<file path="src/rtl/cpu_pkg.sv">
// Shared CPU definitions: bnj branch/jump class codes (also used by the
// control decoder), PC sequencer FSM state encoding and a small helper.
package cpu_pkg;

    // Branch/jump class codes {bnj1,bnj2,bnj3}
    localparam logic [2:0] BNJ_SEQ  = 3'b000;
    localparam logic [2:0] BNJ_J    = 3'b001;
    localparam logic [2:0] BNJ_BEQ  = 3'b010;
    localparam logic [2:0] BNJ_BGEZ = 3'b011;
    localparam logic [2:0] BNJ_BRN  = 3'b100;
    localparam logic [2:0] BNJ_JM   = 3'b101;
    localparam logic [2:0] BNJ_BALZ = 3'b110;
    localparam logic [2:0] BNJ_ILL  = 3'b111;

    // PC sequencer FSM
    typedef enum logic {
        StRun    = 1'b0,
        StJmWait = 1'b1
    } pc_state_e;

    // Force a 32-bit address onto a word boundary
    function automatic logic [31:0] word_align(input logic [31:0] addr);
        return {addr[31:2], 2'b00};
    endfunction

endpackage

</file>
<file path="src/rtl/pc_target_calc.sv">
// Branch and jump target arithmetic for the PC sequencer (modulo 2^32).
module pc_target_calc (
    input  logic [31:0] pc_plus4,
    input  logic [15:0] imm,
    input  logic [25:0] jidx,
    output logic [31:0] btarget,
    output logic [31:0] jtarget
);

    // Branch: word offset relative to pc+4; jump: region of pc+4 plus index
    always_comb begin
        btarget = pc_plus4 + {{14{imm[15]}}, imm, 2'b00};
        jtarget = {pc_plus4[31:28], jidx, 2'b00};
    end

endmodule

</file>
<file path="src/rtl/pc_sequencer.sv">
// PC sequencer: PC register, status flags and a RUN/JM_WAIT FSM that picks
// the next PC from the bnj class. Memory-indirect jumps (jm) stall until the
// data memory returns the target.
// Optional feature: define BNJ_ILLEGAL_TRAP_EN to vector illegal bnj codes to
// TRAP_VECTOR; otherwise they fall through to pc+4 (illegal still flagged).
module pc_sequencer
    import cpu_pkg::*;
#(
    parameter logic [31:0] RESET_PC    = 32'h0000_0000,
    parameter logic [31:0] TRAP_VECTOR = 32'h8000_0180
) (
    input  logic        clk,
    input  logic        reset,
    input  logic [2:0]  bnj,
    input  logic [15:0] imm,
    input  logic [25:0] jidx,
    input  logic [31:0] rs_val,
    input  logic        zero,
    input  logic        neg,
    input  logic        status_we,
    input  logic [31:0] mem_rdata,
    input  logic        mem_rvalid,
    output logic [31:0] pc,
    output logic [31:0] pc_plus4,
    output logic        stall,
    output logic        link_we,
    output logic [31:0] link_data,
    output logic        illegal
);

    pc_state_e   state_q, state_d;
    logic [31:0] pc_q, pc_d;
    logic        sz_q, sn_q;
    logic [31:0] btarget, jtarget;

    // sz is kept for the architectural status register but no branch reads it
    logic unused_bits;
    assign unused_bits = ^{sz_q, rs_val[1:0], mem_rdata[1:0]};

    assign pc        = pc_q;
    assign pc_plus4  = pc_q + 32'd4;
    assign link_data = pc_plus4;

    pc_target_calc u_target (
        .pc_plus4 (pc_plus4),
        .imm      (imm),
        .jidx     (jidx),
        .btarget  (btarget),
        .jtarget  (jtarget)
    );

    // Next-state, next-pc and control outputs
    always_comb begin
        state_d = state_q;
        pc_d    = pc_q;
        stall   = 1'b0;
        link_we = 1'b0;
        illegal = 1'b0;

        unique case (state_q)
            StRun: begin
                pc_d = pc_plus4;
                case (bnj)
                    BNJ_SEQ:  pc_d = pc_plus4;
                    BNJ_J:    pc_d = jtarget;
                    BNJ_BEQ:  pc_d = zero ? btarget : pc_plus4;
                    BNJ_BGEZ: pc_d = neg ? pc_plus4 : btarget;
                    // brn uses the registered flag, so a coincident status_we
                    // only affects the following cycle
                    BNJ_BRN:  pc_d = sn_q ? word_align(rs_val) : pc_plus4;
                    BNJ_JM: begin
                        pc_d    = pc_q;
                        stall   = 1'b1;
                        state_d = StJmWait;
                    end
                    BNJ_BALZ: begin
                        pc_d    = zero ? jtarget : pc_plus4;
                        link_we = zero;
                    end
                    BNJ_ILL: begin
                        illegal = 1'b1;
`ifdef BNJ_ILLEGAL_TRAP_EN
                        pc_d    = TRAP_VECTOR;
`else
                        pc_d    = pc_plus4;
`endif
                    end
                    default: ;
                endcase
            end
            StJmWait: begin
                if (mem_rvalid) begin
                    pc_d    = word_align(mem_rdata);
                    state_d = StRun;
                end else begin
                    stall = 1'b1;
                end
            end
            default: ;
        endcase

        // Reset quiets all control outputs regardless of state
        if (reset) begin
            stall   = 1'b0;
            link_we = 1'b0;
            illegal = 1'b0;
        end
    end

    // FSM and PC registers, synchronous reset abandons any pending jm
    always_ff @(posedge clk) begin
        if (reset) begin
            state_q <= StRun;
            pc_q    <= RESET_PC;
        end else begin
            state_q <= state_d;
            pc_q    <= pc_d;
        end
    end

    // Status flag register
    always_ff @(posedge clk) begin
        if (reset) begin
            sz_q <= 1'b0;
            sn_q <= 1'b0;
        end else if (status_we) begin
            sz_q <= zero;
            sn_q <= neg;
        end
    end

endmodule

</file>
<file path="config.mk">
export PLATFORM = sky130hd
export DESIGN_NAME = pc_sequencer
export DESIGN_NICKNAME = d
export VERILOG_FILES = /design/src/rtl/cpu_pkg.sv /design/src/rtl/pc_target_calc.sv /design/src/rtl/pc_sequencer.sv
export SDC_FILE = /design/constraint.sdc
export NUM_CORES = 1
export LEC_CHECK = 0
export CAP_MARGIN = 10
export CELL_PAD_IN_SITES_DETAIL_PLACEMENT = 1
export CELL_PAD_IN_SITES_GLOBAL_PLACEMENT = 2
export CORE_UTILIZATION = 23
export CTS_BUF_LIST = sky130_fd_sc_hd__clkbuf_4 sky130_fd_sc_hd__clkbuf_8
export CTS_CLUSTER_SIZE = 25
export DETAILED_ROUTE_END_ITERATION = 8
export GPL_ROUTABILITY_DRIVEN = 0
export HOLD_SLACK_MARGIN = 0.02
export PLACE_DENSITY_LB_ADDON = 0.12
export SLEW_MARGIN = 20
export SYNTH_ARGS = -nofsm -noshare
export SYNTH_HDL_FRONTEND = slang
export SYNTH_SLANG_ARGS = --single-unit
</file>
<file path="constraint.sdc">
create_clock -name clk -period 4.93 [get_ports clk]
set_clock_uncertainty 0.05 [all_clocks]
set_input_delay 1.479 -clock clk [delete_from_list [all_inputs] [get_ports clk]]
set_output_delay 1.479 -clock clk [all_outputs]
set_load 0.02 [all_outputs]
</file>
After elaboration in Yosys (flattened, before gate mapping) --
Cells that the tools add are included.
Word-level totals: word-level logic and storage cells 35, output and inout port bits 99, flip-flop bits (word level) 34, input bits 115
Operators by class: add/subtract/negate cells 2, reductions and logical operators 3, bitwise logic cells 1, equal/unequal tests 9, muxes and demuxes 17
Operator list (count):
- $pmux W32 S6 | 1
- $mux W32 | 4
- $pmux W32 S2 | 1
- $add A32 B3 Y32 const B | 1
- $add A32 B32 Y32 | 1
- $mux W28 | 1
- $eq A3 B3 Y1 const B | 4
- $mux W1 | 9
- $eq A3 B2 Y1 const B | 2
- $ne A2 B2 Y1 const B | 2
- $eq A3 B1 Y1 const B | 1
- $logic_not A3 Y1 | 1
- $pmux W1 S2 | 1
- $reduce_and A2 Y1 | 1
- $reduce_or A2 Y1 | 1
- $not A1 Y1 | 1

Logic depth before layout (Yosys ltp) --
Gate-level depths: netlist of run 1.
depth after elaboration 5, gate-level depth with buffers 14

Cells and area by module --
From an unflattened synthesis of run 1, not the netlist that was laid out.
Second synthesis, totals: cells, all modules 762, area, all modules 5522.8 µm²
By module, submodules not included:
- pc_sequencer | sequential area each 680.7 µm², area an instance 3663.5 µm², cells an instance 504, instances 1
- pc_target_calc | sequential area each 0.0 µm², area an instance 1859.3 µm², cells an instance 258, instances 1

Worst setup path before layout of run 1 --
Ideal clock, no wire load.
kind in2out, start input bnj[0], end output stall, cell stages on the path 4, path buffers 1, setup slack 0.862 ns, arrival 2.539 ns, data required time 3.401 ns, path through nor2b_1 -> clkbuf_1 -> a31oi_2 -> nor2_1
Between the ends: word-level cells in the longest chain between the ends 4
RTL lines:
- from (decl) | line pc_sequencer.sv:14 | input logic [2:0] bnj,
- $eq A3 B3 Y1 | line pc_sequencer.sv:63 | case (bnj)
- $mux W1 | line pc_sequencer.sv:63
- $pmux W1 S2 | line pc_sequencer.sv:60 | unique case (state_q)
- $mux W1 | line pc_sequencer.sv:103 | if (reset) begin
- to (decl) | line pc_sequencer.sv:25 | output logic stall,
No other way between the ends.

Worst setup path after layout of run 1 --
Ends and elaborated chain as after synthesis.

==> metrics.cfg, run 1 <==
[worst_setup_path]
worstPathRequired_ns = 3.40
path_common_cell = clkdlybuf4s50_1
cp.buffers_inverters = 2
end_kind = primary output
crit_chain = clkdlybuf4s50_1, nor2b_1, a31oi_2, nor2_1, clkdlybuf4s50_1
critPathMaxFanout = 2
cp_slowest_stage_delay_ns = 0.69
critPathLaunchType = input pin
cp_data_arrival_time_ns = 3.23
critPathKind = in2out
critPathTopFamily = buffers and inverters
cpMaxStageDelayCell = clkdlybuf4s50_1

[clock_tree]
ctsResizeCount = 0
cts_buffers = 5
clkLatencyLatePin_ns = 0.33
cts_max_level = 2
clock-sinks = 32
post_cts_buffers = 0
cts_root_buffer = clkbuf_8
clk_path_buf_depth = 2
clk_pin_slew_worst_paths_ns = 0.07
hold_buffers = 0
cts_tree = built

[timing]
max_slew.worst_pin.slew_ns = 0.569
rsz0062_at_grt = false
finalWorstSetupSlack_ns = 0.171
fmax_mhz = 210
final_hold_viol_count = 0
tns_ns = 0
setup_violations = 0
post-route-min-period_ns = 4.76
period_share_pct = 96.5
max_slew_margin_pct = 61.8
drv_slew = 0

[synthesis]
synth.distinct_cells = 69
seq_area_frac_synth_pct = 13.1
netlist_instances = 677
yosysTopAreaCell = dfxtp_1
yosys_most_used_dff = dfxtp_1
synth_top_area_share_pct = 13.1
yosys-top-cells-area = dfxtp_1 13%, ha_1 9.7%, a21oi_1 5.7%
synth_area_um2 = 4910
async_flop_share_pct = 0
ys_seq_elements = 32
syn_avg_cell_area_um2 = 7.25
synth-edff-count = 0
yosysWarnings = 0

[hold_path]
hold_path_class = reg2reg

[route]
drtAntennaViolNets = 0
vias_per_cell = 5.40
vias = 6079
wire_per_inst_um = 23.1
drc = 0
drt_wl_total_mm = 26.0
drt_first_iter_violations = 344
first_pass_iters = 5

[global_route]
antenna_found_initial = 0
grt_pass1_vias = 6180
grt_usage_pct = 23.6
grt_max_degree = 30
grt_pass1_wl_mm = 38.4
overflow = 0

[placement]
post-place-ws_ns = 0.138
hpwlAfterDp_mm = 20.2
portBuffers = 203

[floorplanning]
dieArea_um2 = 21900
start_util_pct = 23.4
die_w_um = 148
coreArea_um2 = 21000
dieHeight_um = 148
rows = 53
ios = 214

[job]
drv_cap = 0

[cells_and_area]
drive_gt1_share_pct = 5.88
fillers = 2557
syn_to_final_growth_pct = 46.6
num_antenna_cells = 0
fin_nets = 1004

[run_status]
status = completed

[pwr]
irDropWorstVdd_uv = 82.3
leakagePower_nw = 2.96
powerDensity_nw_per_um2 = 216

## cell usage in the layout, fill, tap and decap left out, drive strengths merged, types with 21 or more instances in the layout
cell type / instances
a21o: 23
a21oi: 56
buf: 32
clkdlybuf4s50: 203
dfxtp: 32
ha: 38
inv: 21
nand2: 67
nand3: 24
nand4: 21
nor2: 42
o21ai: 39
xnor2: 21
xor2: 22
## tightest hold or removal path: cells and delay by family (launching register included)
kind | cells | cell delay (ns)
simple gates | 1 | 0.07
compound gates | 1 | 0.06
flops | 1 | 0.35
## cells in the mapped netlist, types with 22 or more instances
cell      count
o21ai_0      38
nor2_1       42
clkbuf_1     23
xor2_1       22
ha_1         38
nand3_1      24
a21o_1       23
a21oi_1      56
nand2_1      67
dfxtp_1      32
buf_4        37
## where the power goes
group | switching [W] | internal, W | total (W)
Combinational | 0.000534 | 0.000443 | 0.000977
Sequential | 0.0000539 | 0.000288 | 0.000341
Clock | 0.000134 | 0.000102 | 0.000236
Total | 0.000721 | 0.000832 | 0.00155
## final cells by class
| class | count | area, um2 | share of cell area (%) |
|---|---|---|---|
| Multi-Input combinational cell | 555 | 3780 | 52.5 |
| Timing Repair Buffer | 235 | 2270 | 31.6 |
| Sequential cell | 32 | 641 | 8.91 |
| Tap cell | 275 | 344 | 4.78 |
| Inverter | 21 | 78.8 | 1.10 |
| Clock buffer | 6 | 76.3 | 1.06 |
| Clock inverter | 1 | 5.00 | 0.0696 |
## flip-flops by register name, indices dropped and copies added, names as in the netlist
name and cells:
pc 30, state_q 1, sn_q 1
## path summary, 6_finish.rpt
| kind | startpoint | end | slack [ns] | cells after the start |
|---|---|---|---|---|
| setup / recovery | bnj[0] | stall | 0.17 | 5 |
| setup reg to reg | pc[2] | pc[31] | 0.51 | 13 |
| hold reg to reg | pc[3] | pc[3] | 0.47 | 2 |
| hold / removal | pc[3] | pc[3] | 0.47 | 2 |
## kinds of logic (layout without fill, tap and decap cells)
family | count (synthesis) | after routing | synth area share, %
adders and majority gates | 39 | 39 | 10.1
muxes | 4 | 4 | 0.816
and+or+nand+nor | 238 | 238 | 25.6
xor gates and xnor gates | 44 | 44 | 8.14
AOI/OAI and AO/OA | 224 | 224 | 31.9
DFF | 32 | 32 | 13.1
buffers and inverters | 95 | 263 | 10.4
other | 1 | 6 | 0.0764
## per-layer routing
| layer | wire length [um] | global-route usage [%] |
|---|---|---|
| met1 | 12600 | 33.8 |
| met2 | 11800 | 37.6 |
| met3 | 1240 | 2.42 |
| met4 | 340 | 5.46 |
| met5 | 0 | 0 |
## stage by stage
stage	utilization, %	cells	hold WS (ns)	power (W)	cell area [um2]
after floorplan	-	682	0.417	0.000905	4920
after global placement	33.9	1118	0.459	0.00131	7110
after detailed placement	33.9	1118	0.463	0.00132	7110
after CTS	34.3	1125	0.477	0.00156	7190
after global routing	34.3	1125	0.526	0.00165	7190
final	34.3	1125	0.471	0.00155	7190
Power figures use the tool's default switching activity.
==> run 2, diff against run 1 <==
- REMOVE_ABC_BUFFERS: unset -> 1
==> metrics.cfg, run 2 (synthesis gave the netlist of run 1 again) <==
[timing]
post-route-min-period_ns = 4.78  ; +0.0227 ns
rsz0062_at_grt = false
fmax_mhz = 209  ; -0.47%
max_slew_margin_pct = 52.3  ; -9.6 points
tns_ns = 0  ; unchanged
drv_slew = 0  ; unchanged
setup_violations = 0  ; unchanged
period_share_pct = 97.0  ; +0.46 points
max_slew.worst_pin.slew_ns = 0.709  ; +0.140 ns
final_hold_viol_count = 0  ; unchanged
holdWs_ns = 0.494  ; +0.0226 ns

[cells_and_area]
drive_gt1_share_pct = 5.88  ; unchanged
stdcell_count = 1125  ; unchanged
mostFrequentLayoutCell = clkdlybuf4s50_1
largest_register_ffs = 30  ; unchanged
final_cell_mix = 203 x clkdlybuf4s50_1, 67 x nand2_1, 56 x a21oi_1
multi_input_area_um2 = 3780  ; unchanged
num_antenna_cells = 0  ; unchanged
syn_to_final_growth_pct = 47.4
regArea_um2 = 641  ; unchanged
fillers = 2579  ; +0.86%
fin_nets = 1003  ; -0.10%

[route]
vias = 6067  ; -0.20%
vias_per_cell = 5.39  ; -0.20%
first_pass_iters = 5  ; unchanged
drtAntennaViolNets = 0  ; unchanged
drt_first_iter_violations = 263  ; -24%
drt_wl_total_mm = 25.3  ; -2.9%
wire_per_inst_um = 22.5  ; -2.9%
drc = 0  ; unchanged

[worst_setup_path]
critPathMaxFanout = 2  ; unchanged
critPathKind = in2out
cp_data_arrival_time_ns = 3.25  ; +0.02 ns
critPathLaunchType = input pin
end_kind = primary output
worstPathRequired_ns = 3.40  ; about the same

[floorplanning]
die_w_um = 148  ; unchanged
coreArea_um2 = 21000  ; unchanged
dieArea_um2 = 21900  ; unchanged
ios = 214  ; unchanged
start_util_pct = 23.4  ; unchanged
rows = 53  ; unchanged
dieHeight_um = 148  ; unchanged

[global_route]
overflow = 0  ; unchanged
grt_pass1_vias = 6325  ; +2.3%
antenna_found_initial = 1  ; +1
grt_pass1_wl_mm = 38.0  ; -1.1%
grt_max_degree = 30  ; unchanged
grt_usage_pct = 23.0  ; -0.59 points

[clock_tree]
cts_root_buffer = clkbuf_8
post_cts_buffers = 0  ; unchanged
cts_max_level = 2  ; unchanged
ctsResizeCount = 0  ; unchanged
clk_pin_slew_worst_paths_ns = 0.09  ; +0.02 ns
cts_tree = built
clkLatencyLatePin_ns = 0.32  ; about the same
clk_path_buf_depth = 2  ; unchanged
clock-sinks = 32  ; unchanged
hold_buffers = 0  ; unchanged
cts_buffers = 5  ; unchanged

[pwr]
irDropWorstVdd_uv = 101  ; +23%
powerDensity_nw_per_um2 = 224  ; +3.9%
leakagePower_nw = 2.98  ; +0.51%

[run_status]
status = completed

[placement]
portBuffers = 203  ; unchanged
hpwlAfterDp_mm = 19.7  ; -2.4%
dp.cells = 1117  ; -0.089%

[job]
drv_cap = 0  ; unchanged

[hold_path]
hold_path_class = reg2reg

-- run 2: changes by cell type in the layout (fill, tap and decap cells not counted), sizes merged --
cell    delta
clkbuf     +1
bufinv     +1
clkinv     -1
buf        -1
-- run 2: path summary, 6_finish.rpt --
path              cells after the start     end   start  slack (ns)
setup / recovery                      6   stall  bnj[0]        0.15
hold / removal                        2   pc[3]   pc[3]        0.49
setup reg to reg                     13  pc[31]   pc[2]        0.46
hold reg to reg                       2   pc[3]   pc[3]        0.49
-- run 2: per-layer routing --
metal  share of wire, %  routed length, um  vias up  global-route usage, %
met5              0.051                 13        -                      0
met2                 46              11700      185                   38.0
li1                   -                  -     2856                      -
met4                1.6                413        2                   6.19
met1                 48              12200     2998                   31.5
met3                3.7                927       26                   2.42
-- run 2: critical path, stage by stage --
cell,delay (ns)
clkdlybuf4s50_1,0.48
nor2b_1,0.24
a31oi_2,0.15
nor2_1,0.15
buf_4,0.15
clkdlybuf4s50_1,0.60
-- run 2: cell type report --
cell class | instances | area share (%)
inverters | 21 | 1.09
clock inverters | 1 | 0.415
clock buffers | 7 | 1.33
well taps | 275 | 4.76
repair buffers | 234 | 31.3
flip-flops and latches | 32 | 8.86
multi-input cells | 555 | 52.2
-- run 2: power by group --
| group | total (W) | internal, W | switching [W] |
|---|---|---|---|
| clock | 0.000320 | 0.000179 | 0.000141 |
| combinational | 0.000962 | 0.000440 | 0.000522 |
| sequential | 0.000340 | 0.000287 | 0.0000528 |
-- run 2: stage by stage --
step | total power [W] | setup WS (ns) | instance area, um2 | utilization, %
2_1_floorplan | 0.000847 | 0.548 | 4500 | -
3_5_place_dp | 0.00130 | 0.126 | 7100 | 33.9
5_1_grt | 0.00172 | 0.0252 | 7230 | 34.5
6_report | 0.00162 | 0.148 | 7230 | 34.5
3_3_place_gp | 0.00129 | 0.194 | 7100 | 33.9
4_1_cts | 0.00164 | 0.123 | 7230 | 34.5
